`config.mk`:
```
export PLATFORM = sky130hd
export DESIGN_NAME = mem_arbiter
export DESIGN_NICKNAME = d
export VERILOG_FILES = /design/src/rtl/mem_arbiter.sv
export SDC_FILE = /design/constraint.sdc
export NUM_CORES = 1
export LEC_CHECK = 0
export CELL_PAD_IN_SITES_DETAIL_PLACEMENT = 1
export CELL_PAD_IN_SITES_GLOBAL_PLACEMENT = 1
export CORE_MARGIN = 4
export CORE_UTILIZATION = 26
export DETAILED_ROUTE_END_ITERATION = 7
export PLACE_DENSITY_LB_ADDON = 0.1
export REMOVE_ABC_BUFFERS = 1
export SLEW_MARGIN = 10
export SYNTH_ARGS = -nofsm -noshare
export SYNTH_HDL_FRONTEND = slang
export SYNTH_SLANG_ARGS = --single-unit
```
`constraint.sdc`:
```
create_clock -name clk -period 2.7 [get_ports clk]
set_input_delay 0.405 -clock clk [delete_from_list [all_inputs] [get_ports clk]]
set_output_delay 0.405 -clock clk [all_outputs]
set_load 0.005 [all_outputs]
```
`src/rtl/mem_arbiter.sv`:
```
// -----------------------------------------------------------------------------
// mem_arbiter
//
// Shares one single-cycle RAM port between an instruction-fetch requester and
// a load/store requester. Grants are combinational in the request cycle and
// completions appear exactly one cycle later. Load/store wins on conflict
// unless fetch has been denied STARVE_MAX cycles in a row. Stores are
// lane-positioned, loads are lane-selected and extended. Misaligned or
// illegal-size accesses complete with an error. One word address (MMIO_ADDR)
// maps to an internal output register instead of RAM.
//
// Ports
//   clk          rising-edge clock
//   reset        asynchronous, active-low reset
//   if_req       fetch request
//   if_addr      fetch byte address
//   if_gnt       fetch granted this cycle
//   if_rvalid    fetch data valid (cycle after grant)
//   if_rdata     fetch data (raw RAM word)
//   ls_req       load/store request
//   ls_we        1 = store, 0 = load
//   ls_size      00 byte, 01 half, 10 word, 11 illegal
//   ls_unsigned  zero-extend loads when set
//   ls_addr      load/store byte address
//   ls_wdata     store data, right-aligned
//   ls_gnt       load/store granted this cycle
//   ls_rvalid    load data valid / store or error complete
//   ls_rdata     extended load data (0 for stores and errors)
//   ls_err       misaligned or illegal-size completion
//   ram_addr     RAM address (holds last value when idle)
//   ram_we       RAM byte-lane write enables
//   ram_wdata    RAM lane-positioned write data
//   ram_rdata    RAM read data, valid one cycle after the address
//   mmio_out     MMIO output register
// -----------------------------------------------------------------------------
module mem_arbiter #(
    parameter int          STARVE_MAX = 4,
    parameter logic [31:0] MMIO_ADDR  = 32'h0000_0FFC
) (
    input  logic        clk,
    input  logic        reset,
    input  logic        if_req,
    input  logic [31:0] if_addr,
    output logic        if_gnt,
    output logic        if_rvalid,
    output logic [31:0] if_rdata,
    input  logic        ls_req,
    input  logic        ls_we,
    input  logic [1:0]  ls_size,
    input  logic        ls_unsigned,
    input  logic [31:0] ls_addr,
    input  logic [31:0] ls_wdata,
    output logic        ls_gnt,
    output logic        ls_rvalid,
    output logic [31:0] ls_rdata,
    output logic        ls_err,
    output logic [31:0] ram_addr,
    output logic [3:0]  ram_we,
    output logic [31:0] ram_wdata,
    input  logic [31:0] ram_rdata,
    output logic [31:0] mmio_out
);

    localparam int               CNT_W      = (STARVE_MAX < 1) ? 1 : $clog2(STARVE_MAX + 1);
    localparam logic [CNT_W-1:0] STARVE_LIM = CNT_W'(STARVE_MAX);

    localparam logic [1:0] SIZE_BYTE = 2'b00;
    localparam logic [1:0] SIZE_HALF = 2'b01;
    localparam logic [1:0] SIZE_WORD = 2'b10;

    logic [CNT_W-1:0] starve_cnt;
    logic [31:0]      addr_q;

    logic             fetch_forced;
    logic             ls_misaligned;
    logic             ls_is_mmio;
    logic             ls_store_ok;
    logic             ls_ram_access;
    logic [3:0]       lane_we;
    logic [31:0]      lane_wdata;

    // Completion context captured at grant, consumed the following cycle.
    logic             rsp_if;
    logic             rsp_ls;
    logic             rsp_err;
    logic             rsp_store;
    logic             rsp_mmio;
    logic             rsp_unsigned;
    logic [1:0]       rsp_off;
    logic [1:0]       rsp_size;

    logic [31:0]      ld_src;
    logic [7:0]       ld_byte;
    logic [15:0]      ld_half;

    // ------------------------------------------------------------------------
    // Arbitration. Grants are qualified by reset so every output reads 0 while
    // reset is held, even with requests pending.
    // ------------------------------------------------------------------------
    assign fetch_forced = (starve_cnt == STARVE_LIM);
    assign if_gnt       = reset & if_req & (~ls_req | fetch_forced);
    assign ls_gnt       = reset & ls_req & ~(if_req & fetch_forced);

    // NOTE: state registers use non-blocking assignments so every flop samples
    // pre-edge values regardless of process evaluation order.
    always_ff @(posedge clk or negedge reset) begin
        if (!reset) begin
            starve_cnt <= '0;
        end else if (if_gnt) begin
            starve_cnt <= '0;
        end else if (if_req && starve_cnt != STARVE_LIM) begin
            starve_cnt <= starve_cnt + CNT_W'(1);
        end
    end

    // ------------------------------------------------------------------------
    // Load/store decode: alignment check and store lane placement.
    // ------------------------------------------------------------------------
    // NOTE: every signal written here gets a default first, otherwise paths
    // that skip an assignment would infer a latch.
    always_comb begin
        ls_misaligned = 1'b0;
        lane_we       = 4'b0000;
        lane_wdata    = 32'h0;
        case (ls_size)
            SIZE_BYTE: begin
                lane_we    = 4'b0001 << ls_addr[1:0];
                lane_wdata = {4{ls_wdata[7:0]}};
            end
            SIZE_HALF: begin
                ls_misaligned = ls_addr[0];
                lane_we       = ls_addr[1] ? 4'b1100 : 4'b0011;
                lane_wdata    = {2{ls_wdata[15:0]}};
            end
            SIZE_WORD: begin
                ls_misaligned = |ls_addr[1:0];
                lane_we       = 4'b1111;
                lane_wdata    = ls_wdata;
            end
            default: ls_misaligned = 1'b1;
        endcase
    end

    assign ls_is_mmio    = (ls_addr[31:2] == MMIO_ADDR[31:2]);
    assign ls_store_ok   = ls_gnt & ls_we & ~ls_misaligned;
    // Flagged and MMIO accesses never touch the RAM port.
    assign ls_ram_access = ls_gnt & ~ls_misaligned & ~ls_is_mmio;

    assign ram_we    = (ls_store_ok & ~ls_is_mmio) ? lane_we : 4'b0000;
    assign ram_wdata = ls_store_ok ? lane_wdata : 32'h0;

    // RAM address holds its last driven value when no RAM access is granted.
    always_comb begin
        ram_addr = addr_q;
        if (if_gnt) begin
            ram_addr = if_addr;
        end else if (ls_ram_access) begin
            ram_addr = ls_addr;
        end
    end

    always_ff @(posedge clk or negedge reset) begin
        if (!reset) begin
            addr_q <= '0;
        end else begin
            addr_q <= ram_addr;
        end
    end

    // ------------------------------------------------------------------------
    // MMIO output register, byte-lane writable.
    // ------------------------------------------------------------------------
    always_ff @(posedge clk or negedge reset) begin
        if (!reset) begin
            mmio_out <= '0;
        end else if (ls_store_ok && ls_is_mmio) begin
            for (int i = 0; i < 4; i++) begin
                if (lane_we[i]) begin
                    mmio_out[8*i +: 8] <= ram_wdata[8*i +: 8];
                end
            end
        end
    end

    // ------------------------------------------------------------------------
    // Completion tracking. Async clear drops any in-flight completion.
    // ------------------------------------------------------------------------
    always_ff @(posedge clk or negedge reset) begin
        if (!reset) begin
            rsp_if       <= 1'b0;
            rsp_ls       <= 1'b0;
            rsp_err      <= 1'b0;
            rsp_store    <= 1'b0;
            rsp_mmio     <= 1'b0;
            rsp_unsigned <= 1'b0;
            rsp_off      <= 2'b00;
            rsp_size     <= 2'b00;
        end else begin
            rsp_if <= if_gnt;
            rsp_ls <= ls_gnt;
            if (ls_gnt) begin
                rsp_err      <= ls_misaligned;
                rsp_store    <= ls_we;
                rsp_mmio     <= ls_is_mmio;
                rsp_unsigned <= ls_unsigned;
                rsp_off      <= ls_addr[1:0];
                rsp_size     <= ls_size;
            end
        end
    end

    assign if_rvalid = rsp_if;
    assign if_rdata  = rsp_if ? ram_rdata : 32'h0;
    assign ls_rvalid = rsp_ls;
    assign ls_err    = rsp_ls & rsp_err;

    // Load data: pick the lane from the registered offset, then extend.
    always_comb begin
        ld_src   = rsp_mmio ? mmio_out : ram_rdata;
        ld_byte  = 8'h0;
        ld_half  = 16'h0;
        ls_rdata = 32'h0;
        if (rsp_ls && !rsp_err && !rsp_store) begin
            case (rsp_size)
                SIZE_BYTE: begin
                    case (rsp_off)
                        2'd0:    ld_byte = ld_src[7:0];
                        2'd1:    ld_byte = ld_src[15:8];
                        2'd2:    ld_byte = ld_src[23:16];
                        default: ld_byte = ld_src[31:24];
                    endcase
                    ls_rdata = {{24{ld_byte[7] & ~rsp_unsigned}}, ld_byte};
                end
                SIZE_HALF: begin
                    ld_half  = rsp_off[1] ? ld_src[31:16] : ld_src[15:0];
                    ls_rdata = {{16{ld_half[15] & ~rsp_unsigned}}, ld_half};
                end
                default: ls_rdata = ld_src;
            endcase
        end
    end

endmodule

```
==> results.yml <==
setup_path:
  critPathSlowestCell: "or4_4"
  crit_path_end_kind: "primary output"
  cp-start-kind: "flip-flop"
  critPathKind: "flip-flop to primary output"
  reg2reg_from: "starve_cnt[1]"
  cpMostUsedCell: "buf_6"
  critical_path_required_ps: 2300
  rr_worst_depth: 16
  reg2reg_setup_slack_ps: 110
  path_max_fanout: 7
  max_stage_delay_ps: 540
  arrival_ps: 2460
  worstPathCellList: "buf_6 > mux4_2 > buf_6 > mux2i_2 > or4_4 > buf_6 > o21ai_0 > buf_2"
  r2r_end: "addr_q[5]"
drt:
  wirelength_um: 28270
  wl_per_cell_um: 22.26
  drcViolationCount: 0
  drtIter0Drc: 136
  routed-via-count: 6453
  drtPass1Iterations: 4
  viasPerCell: 5.081
  ant_nets: 0
floorplan:
  io_pins: 305
  start_util_pct: 26.61
  core_area_um2: 18770
  fp-row-count: 50
  dieHeight_um: 146.6
  die_w_um: 146.6
  die_area_um2: 21490
cts:
  holdBufCountCts: 0
  clock_path_buffers: 2
  clock_sinks: 77
  cts_buffers: 9
  htreeDepth: 3
  clk_latency_ps: 340
  cts_tree: "done"
  root_buffer: "clkbuf_16"
  clkTransAtPathRegs_ps: 60
final_layout:
  layout-drive-gt1-share_pct: 36.62
  mostFrequentLayoutCell: "clkdlybuf4s50_1"
  final_cell_area_um2: 10330
  final_cell_mix: "clkdlybuf4s50_1 (173), buf_4 (150), dfrtp_1 (73)"
  nFillCells: 2118
  fin_nets: 1170
  areaGrowthSynthToFinish_pct: 107.0
job:
  maxCapViolations: 0
synthesis:
  synth-edff-count: 0
  synthTopCellsByArea: "dfrtp_1 (39%), mux2i_1 (13%), o21ai_0 (5.1%), a22oi_1 (4.8%), a21oi_1 (4.4%)"
  ys_seq_elements: 77
  synthCells: 578
  yosysUniqueCellTypes: 40
  async_flop_share_pct: 100.0
  yosys_warnings: 0
  yosysTopAreaCellShare_pct: 38.59
  yosysTopAreaCell: "dfrtp_1"
  synth.cell_area_um2: 4994
  syn_area_per_cell_um2: 8.639
  synth_seq_area_share_pct: 38.59
  synth_flop_cell: "dfrtp_1"
sta:
  setup_viol: 18
  setup_ws_ps: -160.7
  fin_tns_setup_ps: -2119
  finalHoldViolations: 0
  max_freq_mhz: 349.6
  final.min_clock_period_ps: 2861
  clock_skew_ps: 8.323
  finalMaxSlewViolations: 0
  min_period_over_period_pct: 106.0
  worst_pin_slew_ps: 1012
  slew_headroom_pct: 32.40
  rsz0062_at_grt: "yes"
global_route:
  grt_overflow_total: 0
  antenna_found_initial: 1
  grt_pass1_wl_um: 42150
  groute.usage.overall_pct: 25.30
  grt_max_degree: 42
  grt_pass1_vias: 7166
outcome:
  violations: "setup timing"
  status: "complete, but fails checks"
place:
  dpl_cell_area_um2: 9160
  gp_congestion: 0.8389
  io_buffers: 304
  place_hpwl_um: 20850
power:
  power.density_nw_per_um2: 457.7
  peakVddDrop_uv: 275.3
  p_leak_uw: 0.004944
  power_uw: 4730
worst_hold_path:
  holdCritPathClass: "input pin to asynchronous set/reset pin"
## power breakdown
part	internal, µW	switching, µW	leakage [µW]	total (µW)
combinational	1110	937	0.00393	2050
clock	756	487	0.000145	1240
sequential	1340	99.6	0.000871	1440
total	3210	1520	0.00494	4730
## final cells by class
cell class                 count  area (µm²)  area share, %
antenna                        1       2.502        0.02421
clock buffer                  12       256.5          2.482
clock inverter                 2       35.03         0.3390
inverter                      27       101.3         0.9806
multi-input combinational    433        3318          32.11
sequential                    77        1932          18.69
tap                          234       292.8          2.833
timing repair buffer         484        4397          42.54
## sequential cells by signal, indices dropped and copies added, names as in the netlist, 2 cells and up
name and flops:
addr_q 32, rsp_size 2, mmio_out 32, rsp_off 2, starve_cnt 3
## per-layer routing
layer,wire [µm],global-route usage (%),part of all wire (%)
met1,11000,27.78,39
met2,14680,47.11,52
met3,1885,6.642,6.7
met4,705,8.278,2.5
met5,0,0,0
## worst max-delay path by stage
stage | cells past startpoint | from | end
floorplan | 8 | starve_cnt[0] | ram_addr[0]
global placement | 9 | ls_addr[12] | ram_addr[2]
detailed placement | 9 | ls_addr[12] | ram_addr[2]
CTS | 7 | rsp_mmio | ls_rdata[6]
global route | 8 | rsp_mmio | ls_rdata[23]
finish | 8 | rsp_mmio | ls_rdata[28]
## metrics by stage
| step | setup WS (ps) | util, % | hold WS [ps] | cells |
|---|---|---|---|---|
| 2_1_floorplan | -346.2 | - | 109.4 | 537 |
| 6_report | -160.7 | 55.07 | 193.9 | 1270 |
| 3_3_place_gp | -715.0 | 48.81 | 491.9 | 1193 |
| 4_1_cts | -128.3 | 53.03 | 205.3 | 1255 |
| 5_1_grt | -248.7 | 55.05 | 230.8 | 1269 |
| 3_5_place_dp | -752.1 | 48.81 | 501.1 | 1193 |
## cell usage after synthesis (2+ instances only)
cell type	number
and3_1	9
a2111oi_0	7
mux2_2	14
ha_1	2
nor3_1	3
nand4_1	2
dfrtp_1	77
nand2b_1	3
nor3_4	3
inv_1	26
nor3b_1	2
buf_1	2
a21oi_1	44
or3_1	2
nand3_1	4
a22oi_1	32
clkbuf_1	37
nor2b_1	19
nor4_1	4
mux2_1	2
and2_1	35
a211oi_1	7
mux2i_1	66
mux4_2	2
nand2_1	58
nor2_1	51
o21ai_0	51
buf_2	2
## cells by family (layout without fill, tap and decap cells)
family,count (synthesis),count (layout),synth area share (%)
fa+ha+maj,2,2,0.5010
xor+xnor,1,1,0.1754
other cells,0,1,0
flops,77,77,38.59
simple gates,200,200,20.35
mux,84,84,17.74
compound gates,146,146,17.49
buf+inv,68,525,5.161
## worst max-delay path: cells and delay by family, from the launching register on
family,cells,cell delay [ps]
compound gates,1,70
buf+inv,4,610
flops,1,450
mux,2,440
simple gates,1,540
## repair_timing
| action | CTS | global route |
|---|---|---|
| setup endpoints to repair | 117 | 90 |
| setup buffers | 45 | 19 |
| pin swaps | 20 | 21 |
| cloned | 4 | 2 |
| gates resized for setup | 401 | 110 |
No activity file was read; power rests on OpenSTA's default activity.
